## config.mk

```make
export PLATFORM = sky130hd
export DESIGN_NAME = otter_cu_hs_fsm
export DESIGN_NICKNAME = d
export VERILOG_FILES = /design/src/rtl/otter_cu_pkg.sv /design/src/rtl/otter_cu_hs_fsm_irq_arb.sv /design/src/rtl/otter_cu_hs_fsm.sv
export SDC_FILE = /design/constraint.sdc
export NUM_CORES = 1
export LEC_CHECK = 0
export CAP_MARGIN = 20
export CORE_UTILIZATION = 36
export DETAILED_ROUTE_END_ITERATION = 16
export PLACE_DENSITY = 0.84
export SLEW_MARGIN = 20
export SYNTH_ARGS = -nofsm -noshare
export SYNTH_HDL_FRONTEND = slang
export SYNTH_HIERARCHICAL = 1
export SYNTH_SLANG_ARGS = --single-unit
```

## constraint.sdc

```tcl
create_clock -name CU_CLK -period 3.25 [get_ports CU_CLK]
set_input_delay 0.325 -clock CU_CLK [delete_from_list [all_inputs] [get_ports CU_CLK]]
set_output_delay 0.325 -clock CU_CLK [all_outputs]
set_load 0.02 [all_outputs]
```

## src/rtl/otter_cu_pkg.sv

```systemverilog
// Shared types for the OTTER multicycle control unit: opcodes, SYSTEM func3 codes,
// FSM states and the cause-index width helper.
package otter_cu_pkg;

  typedef enum logic [6:0] {
    OP_LUI    = 7'b0110111,
    OP_AUIPC  = 7'b0010111,
    OP_JAL    = 7'b1101111,
    OP_JALR   = 7'b1100111,
    OP_BRANCH = 7'b1100011,
    OP_LOAD   = 7'b0000011,
    OP_STORE  = 7'b0100011,
    OP_IMM    = 7'b0010011,
    OP_REG    = 7'b0110011,
    OP_SYSTEM = 7'b1110011
  } opcode_t;

  typedef enum logic [2:0] {
    F3_PRIV   = 3'b000,
    F3_CSRRW  = 3'b001,
    F3_CSRRS  = 3'b010,
    F3_CSRRC  = 3'b011,
    F3_CSRRWI = 3'b101,
    F3_CSRRSI = 3'b110,
    F3_CSRRCI = 3'b111
  } funct3_system_t;

  typedef enum logic [2:0] {
    ST_FETCH,
    ST_EXECUTE,
    ST_MEM,
    ST_WB,
    ST_INTER,
    ST_TRAP
  } state_t;

  localparam logic [11:0] MRET_FUNC12 = 12'h302;

  // A single source still needs a one-bit cause field.
  function automatic int causeW(input int n);
    return (n > 1) ? $clog2(n) : 1;
  endfunction

endpackage

```

## src/rtl/otter_cu_hs_fsm_irq_arb.sv

```systemverilog
// Interrupt arbiter: latches masked requests, picks the lowest pending index
// and produces the one-hot acknowledge for the source being serviced.
module otter_irq_arb
  import otter_cu_pkg::*;
#(
  parameter int NUM_IRQ = 4
) (
  input  logic                         i_clk,
  input  logic                         i_reset,
  input  logic [NUM_IRQ-1:0]           i_irq,
  input  logic [NUM_IRQ-1:0]           i_mask,
  input  logic                         i_capture,
  input  logic                         i_clear,
  output logic                         o_any,
  output logic [causeW(NUM_IRQ)-1:0]   o_cause,
  output logic [NUM_IRQ-1:0]           o_clrOneHot
);

  localparam int CW = causeW(NUM_IRQ);

  logic [NUM_IRQ-1:0] r_pend;
  logic [NUM_IRQ-1:0] w_set;
  logic [NUM_IRQ-1:0] w_eff;
  logic [CW-1:0]      r_cause;
  logic [CW-1:0]      w_cause;

  // Requests raised this very cycle count, so an IRQ arriving at a boundary is taken there.
  assign w_set = i_irq & i_mask;
  assign w_eff = r_pend | w_set;
  assign o_any = |w_eff;

  always_comb begin
    w_cause = '0;
    for (int i = NUM_IRQ - 1; i >= 0; i--) begin
      if (w_eff[i]) w_cause = CW'(i);
    end
  end

  assign o_clrOneHot = i_clear ? (NUM_IRQ'(1) << r_cause) : '0;
  assign o_cause     = r_cause;

  // The acknowledge beats a same-cycle re-request on the serviced bit only.
  always_ff @(posedge i_clk) begin
    if (i_reset) begin
      r_pend  <= '0;
      r_cause <= '0;
    end else begin
      r_pend <= w_eff & ~o_clrOneHot;
      if (i_capture) r_cause <= w_cause;
    end
  end

endmodule

```

## src/rtl/otter_cu_hs_fsm.sv

```systemverilog
// Multicycle OTTER control FSM with memory-ready handshake and interrupt entry.
// Define CU_TIMEOUT_EN to enable the memory-wait watchdog that traps to TRAP.
module otter_cu_hs_fsm
  import otter_cu_pkg::*;
#(
  parameter int NUM_IRQ     = 4,
  parameter int MEM_TIMEOUT = 15
) (
  input  logic                        CU_CLK,
  input  logic                        CU_RESET,
  input  logic [6:0]                  CU_OPCODE,
  input  logic [2:0]                  CU_FUNC3,
  input  logic [11:0]                 CU_FUNC12,
  input  logic [NUM_IRQ-1:0]          CU_IRQ,
  input  logic [NUM_IRQ-1:0]          CU_IRQ_MASK,
  input  logic                        CU_MIE,
  input  logic                        CU_MEM_READY,
  output logic                        CU_PCWRITE,
  output logic                        CU_REGWRITE,
  output logic                        CU_MEMWRITE,
  output logic                        CU_MEMREAD1,
  output logic                        CU_MEMREAD2,
  output logic                        CU_csrWrite,
  output logic                        CU_mret,
  output logic                        CU_intTaken,
  output logic [causeW(NUM_IRQ)-1:0]  CU_intCAUSE,
  output logic [NUM_IRQ-1:0]          CU_intCLR,
  output logic                        CU_busErr
);

  localparam int CW = causeW(NUM_IRQ);

  state_t             r_state;
  state_t             w_next;
  logic               w_isLoad;
  logic               w_isStore;
  logic               w_isBranch;
  logic               w_isSystem;
  logic               w_isMret;
  logic               w_isCsr;
  logic               w_isKnown;
  logic               w_anyPend;
  logic               w_take;
  logic               w_timeout;
  logic [CW-1:0]      w_causeReg;
  logic [NUM_IRQ-1:0] w_clr;

  assign w_isLoad   = (CU_OPCODE == OP_LOAD);
  assign w_isStore  = (CU_OPCODE == OP_STORE);
  assign w_isBranch = (CU_OPCODE == OP_BRANCH);
  assign w_isSystem = (CU_OPCODE == OP_SYSTEM);
  assign w_isCsr    = (CU_FUNC3 == F3_CSRRW)  || (CU_FUNC3 == F3_CSRRS)  || (CU_FUNC3 == F3_CSRRC) ||
                      (CU_FUNC3 == F3_CSRRWI) || (CU_FUNC3 == F3_CSRRSI) || (CU_FUNC3 == F3_CSRRCI);
  assign w_isMret   = w_isSystem && (CU_FUNC3 == F3_PRIV) && (CU_FUNC12 == MRET_FUNC12);
  assign w_isKnown  = (CU_OPCODE == OP_LUI) || (CU_OPCODE == OP_AUIPC) || (CU_OPCODE == OP_JAL) ||
                      (CU_OPCODE == OP_JALR) || w_isBranch || (CU_OPCODE == OP_IMM) ||
                      (CU_OPCODE == OP_REG) || w_isSystem;
  assign w_take     = CU_MIE && w_anyPend;

  otter_irq_arb #(
    .NUM_IRQ (NUM_IRQ)
  ) u_arb (
    .i_clk       (CU_CLK),
    .i_reset     (CU_RESET),
    .i_irq       (CU_IRQ),
    .i_mask      (CU_IRQ_MASK),
    .i_capture   (!CU_RESET && (w_next == ST_INTER)),
    .i_clear     (!CU_RESET && (r_state == ST_INTER)),
    .o_any       (w_anyPend),
    .o_cause     (w_causeReg),
    .o_clrOneHot (w_clr)
  );

`ifdef CU_TIMEOUT_EN
  localparam int              TW       = $clog2(MEM_TIMEOUT + 1);
  localparam logic [TW-1:0]   TO_LIMIT = TW'(MEM_TIMEOUT);

  logic [TW-1:0] r_waitCnt;

  assign w_timeout = ((r_state == ST_FETCH) || (r_state == ST_MEM)) && !CU_MEM_READY &&
                     (r_waitCnt == TO_LIMIT);

  // Counts consecutive not-ready cycles spent in one FETCH or MEM visit.
  always_ff @(posedge CU_CLK) begin
    if (CU_RESET) begin
      r_waitCnt <= '0;
    end else if ((w_next != r_state) || CU_MEM_READY) begin
      r_waitCnt <= '0;
    end else if ((r_state == ST_FETCH) || (r_state == ST_MEM)) begin
      r_waitCnt <= r_waitCnt + 1'b1;
    end
  end
`else
  logic w_unusedTimeout;
  assign w_unusedTimeout = (MEM_TIMEOUT != 0);
  assign w_timeout       = 1'b0;
`endif

  always_ff @(posedge CU_CLK) begin
    if (CU_RESET) r_state <= ST_FETCH;
    else          r_state <= w_next;
  end

  // Reset masks every enable so an abandoned access never completes.
  always_comb begin
    w_next      = r_state;
    CU_PCWRITE  = 1'b0;
    CU_REGWRITE = 1'b0;
    CU_MEMWRITE = 1'b0;
    CU_MEMREAD1 = 1'b0;
    CU_MEMREAD2 = 1'b0;
    CU_csrWrite = 1'b0;
    CU_mret     = 1'b0;
    CU_intTaken = 1'b0;
    CU_intCAUSE = '0;
    CU_intCLR   = '0;
    CU_busErr   = 1'b0;
    if (!CU_RESET) begin
      unique case (r_state)
        ST_FETCH: begin
          CU_MEMREAD1 = 1'b1;
          if (CU_MEM_READY)   w_next = ST_EXECUTE;
          else if (w_timeout) w_next = ST_TRAP;
        end
        ST_EXECUTE: begin
          if (w_isLoad || w_isStore) begin
            w_next = ST_MEM;
          end else begin
            CU_PCWRITE  = 1'b1;
            CU_REGWRITE = w_isKnown && !w_isBranch && !w_isMret;
            CU_csrWrite = w_isSystem && w_isCsr;
            CU_mret     = w_isMret;
            w_next      = w_take ? ST_INTER : ST_FETCH;
          end
        end
        ST_MEM: begin
          CU_MEMREAD2 = w_isLoad;
          CU_MEMWRITE = w_isStore;
          if (CU_MEM_READY) begin
            if (w_isLoad) begin
              w_next = ST_WB;
            end else begin
              CU_PCWRITE = 1'b1;
              w_next     = w_take ? ST_INTER : ST_FETCH;
            end
          end else if (w_timeout) begin
            w_next = ST_TRAP;
          end
        end
        ST_WB: begin
          CU_REGWRITE = 1'b1;
          CU_PCWRITE  = 1'b1;
          w_next      = w_take ? ST_INTER : ST_FETCH;
        end
        ST_INTER: begin
          CU_intTaken = 1'b1;
          CU_PCWRITE  = 1'b1;
          CU_intCAUSE = w_causeReg;
          CU_intCLR   = w_clr;
          w_next      = ST_FETCH;
        end
        ST_TRAP: begin
          CU_PCWRITE = 1'b1;
`ifdef CU_TIMEOUT_EN
          CU_busErr  = 1'b1;
`endif
          w_next     = ST_FETCH;
        end
        default: w_next = ST_FETCH;
      endcase
    end
  end

endmodule
```

==> results.tsv <==
stage	metric	value	unit
floorplan	start_util	0.387	
worst_setup_path	worstSetupEndpointType	primary output	
final_layout	antenna_cells	0	
synth	synth_top_family_by_area	simple AND/OR/NAND/NOR gates	
synth	syn_nets	119	
floorplan	io_pins	49	
worst_setup_path	worstPathArrival	2.47	ns
clock_network	cts.sinks	9	
pwr	p_leak	0.452	nW
pwr	p_int	0.214	mW
final_layout	area_growth	79.4	%
route	viasPerCell	5.42	
synth	avgSynthCellArea	7.86	sq um
synth	ys_seq_area_frac	0.270	
route	drcViolationCount	0	
synth	synth_warnings	6	
timing	setup_viol	0	
placed_design	dp_hpwl	1.72	mm
grt	antenna_found_initial	0	
synth	synth_top_cell_area_share	0.270	
worst_setup_path	cp_cell_sequence	clkdlybuf4s50_1 -> nor2_1 -> nand2_1 -> or3b_1 -> nor4_2 -> clkdlybuf4s50_1	
timing	hold_viol	0	
synth	synth_mux_area_frac	0	
route	drt_pass1_iterations	4	
worst_setup_path	cp_slowest_cell	clkdlybuf4s50_1	
timing	final_max_slew_viol_count	0	
synth	synth_xor_xnor_area_share	0	
clock_network	clk_pin_slew_worst_paths	0.06	ns
grt	grt_pass1_vias	819	
clock_network	post_cts_buffers	0	
pwr	p_switching	0.0723	mW
floorplan	die_h	45.1	um
final_layout	layout-drive-gt1-share	0.103	
worst_setup_path	worstSetupPathType	input port to primary output	
worst_setup_path	crit_top_cell	clkdlybuf4s50_1	
synth	ys_ff_latch	9	
worst_setup_path	cp_max_fo	6	
synth	synth_compound_area_frac	0.227	
timing	worst_clock_skew	0.000651	ns
synth	synth_top_flop_cell	dfxtp_1	
placed_design	gp_congestion	0.797	
timing	timing.final.crit_share	0.859	
placed_design	port_buffers	47	
timing	rsz0062_at_grt	false	
floorplan	die_x	45.1	um
pwr	peakVddDrop	0.155	mV
floorplan	die_area	2030	sq um
hold_path	min_path_type	register to register	
clock_network	cts_resized	0	
synth	yosys.area.top_type	dfxtp_1	
synth	syn_inst	85	
pwr	seqPwrFrac	0.417	
synth	synth_enable_flop_cells	0	
clock_network	tritoncts	yes	
final_layout	fin_nets	171	
clock_network	clockBufferDepth	2	
floorplan	core	1730	sq um
pwr	power_frac_comb	0.291	
worst_setup_path	cp.required	2.92	ns
pwr	pwr-share-clk	0.293	
synth	yosys.area_share.adder	0	
route	num_vias	872	
timing	fin_setup_tns	0	ns
final_layout	finish.utilization	0.694	
clock_network	cts_root_buf	clkbuf_4	
synth	yosys.area_share.simple	0.457	
synth	synth.area.top_cells	dfxtp_1 (27%), nor3_1 (6.0%), and2_1 (5.6%)	
clock_network	h-tree-depth	1	
worst_setup_path	slowest_delay	0.65	ns
clock_network	ctsHoldBuffers	0	
flow_run	max_cap_viol_count	0	
clock_network	numCtsBuffers	3	
clock_network	clock_latency	0.26	ns
route	first_iter_violations	9	
synth	synthArstFlopShare	0	
route	wl_per_cell	12.8	um
timing	fin_crit	2.79	ns
worst_setup_path	startpoint_type	input port	
grt	grtUsageTotal	0.232	
grt	grt.overflow.total	0	
synth	yosys.cell_types.count	36	
floorplan	rows	15	
pwr	switching_share	0.253	
synth	syn_area	668	sq um
route	ant_nets	0	
grt	grt_max_degree	11	
pwr	p_per_area	239	nW/um^2
timing	max_freq	358	MHz
outcome	run_status	complete, no violations	
grt	grt_first_pass_wirelength	3.33	mm
route	routed_wl	2.05	mm
==> registers in the layout (all words and copies together) (netlist names) <==
signal	cells
u_arb/r_pend	4
u_arb/o_cause	2
r_state	3
==> cells by family after synthesis <==
group | count (synthesis)
DFF | 9
other | 1
and+or+nand+nor | 47
buffers and inverters | 6
AOI/OAI and AO/OA | 22
==> worst paths after layout <==
path | start | to | slack, ns | depth (start not counted)
worst max-delay path | CU_RESET | CU_mret | 0.46 | 6
worst min-delay path | u_arb/o_cause[1] | u_arb/o_cause[1] | 0.52 | 2
worst max register to register | r_state[1] | u_arb/o_cause[1] | 1.74 | 4
worst min register to register | u_arb/o_cause[1] | u_arb/o_cause[1] | 0.52 | 2
==> cell usage after synthesis (all sizes together) (2+ instances only) <==
library cell  count
o21ai             4
nor4              3
a21o              3
nand2             5
buf               2
a21oi             7
nand3             4
nor4b             2
nor3b             2
inv               4
and2              6
and3              2
dfxtp             9
nand4             2
a31oi             2
nor2              6
nor3              9
==> per-layer routing <==
layer | vias to the layer above | GRT usage | share of wire
met1 | 386 | 0.224 | 0.36
met4 | 0 | 0.188 | 0.054
met5 | - | 0 | 0
met2 | 56 | 0.403 | 0.48
li1 | 420 | - | -
met3 | 10 | 0.0680 | 0.11
==> worst max-delay path, delay by kind of cell <==
family                 cells  cell delay (ns)
AND/OR/NAND/NOR            4             0.96
buffers and inverters      2             1.17
==> cell type report <==
cell class / count / area, sq um
clock buffers: 4 / 26.3
flip-flops and latches: 9 / 180
well taps: 25 / 31.3
multi-input cells: 70 / 460
fillers: 154 / 528
inverters: 4 / 15.0
repair buffers: 49 / 485
==> power groups by stage <==
stage	clock network, mW	logic (mW)	registers [mW]
after CTS	0.0883	0.0831	0.119
after global placement	0	0.0809	0.121
after detailed placement	0	0.0827	0.122
final	0.0836	0.0832	0.119
after global routing	0.0959	0.0903	0.120
after floorplan	0	0.0283	0.121
==> layout by cell type, fill, tap and decap left out, types with 2 or more instances in the layout <==
| cell | netlist | final |
|---|---|---|
| nand3_1 | 4 | 4 |
| clkdlybuf4s50_1 | 0 | 47 |
| clkbuf_4 | 0 | 3 |
| nand4_1 | 2 | 2 |
| o21ai_0 | 3 | 3 |
| inv_1 | 4 | 4 |
| a21oi_2 | 3 | 3 |
| dfxtp_1 | 9 | 9 |
| a31oi_1 | 2 | 2 |
| a21o_1 | 3 | 3 |
| a21oi_1 | 4 | 4 |
| nor4b_1 | 2 | 2 |
| nor4_2 | 2 | 2 |
| nand2_1 | 4 | 4 |
| and2_1 | 6 | 6 |
| nor3b_1 | 2 | 2 |
| nor3_1 | 8 | 8 |
| and3_1 | 2 | 2 |
| buf_4 | 1 | 2 |
| nor2_1 | 6 | 6 |
==> metrics by stage <==
step	power (mW)	instances	area [sq um]	hold WS, ns	setup slack, ns
final	0.286	161	1200	0.524	0.457
after global routing	0.306	161	1200	0.560	0.320
after CTS	0.290	161	1200	0.526	0.462
after detailed placement	0.204	157	1170	0.517	0.457
after global placement	0.202	157	1170	0.505	0.578
after floorplan	0.149	85	668	0.394	1.17
Power figures use the tool's default switching activity.
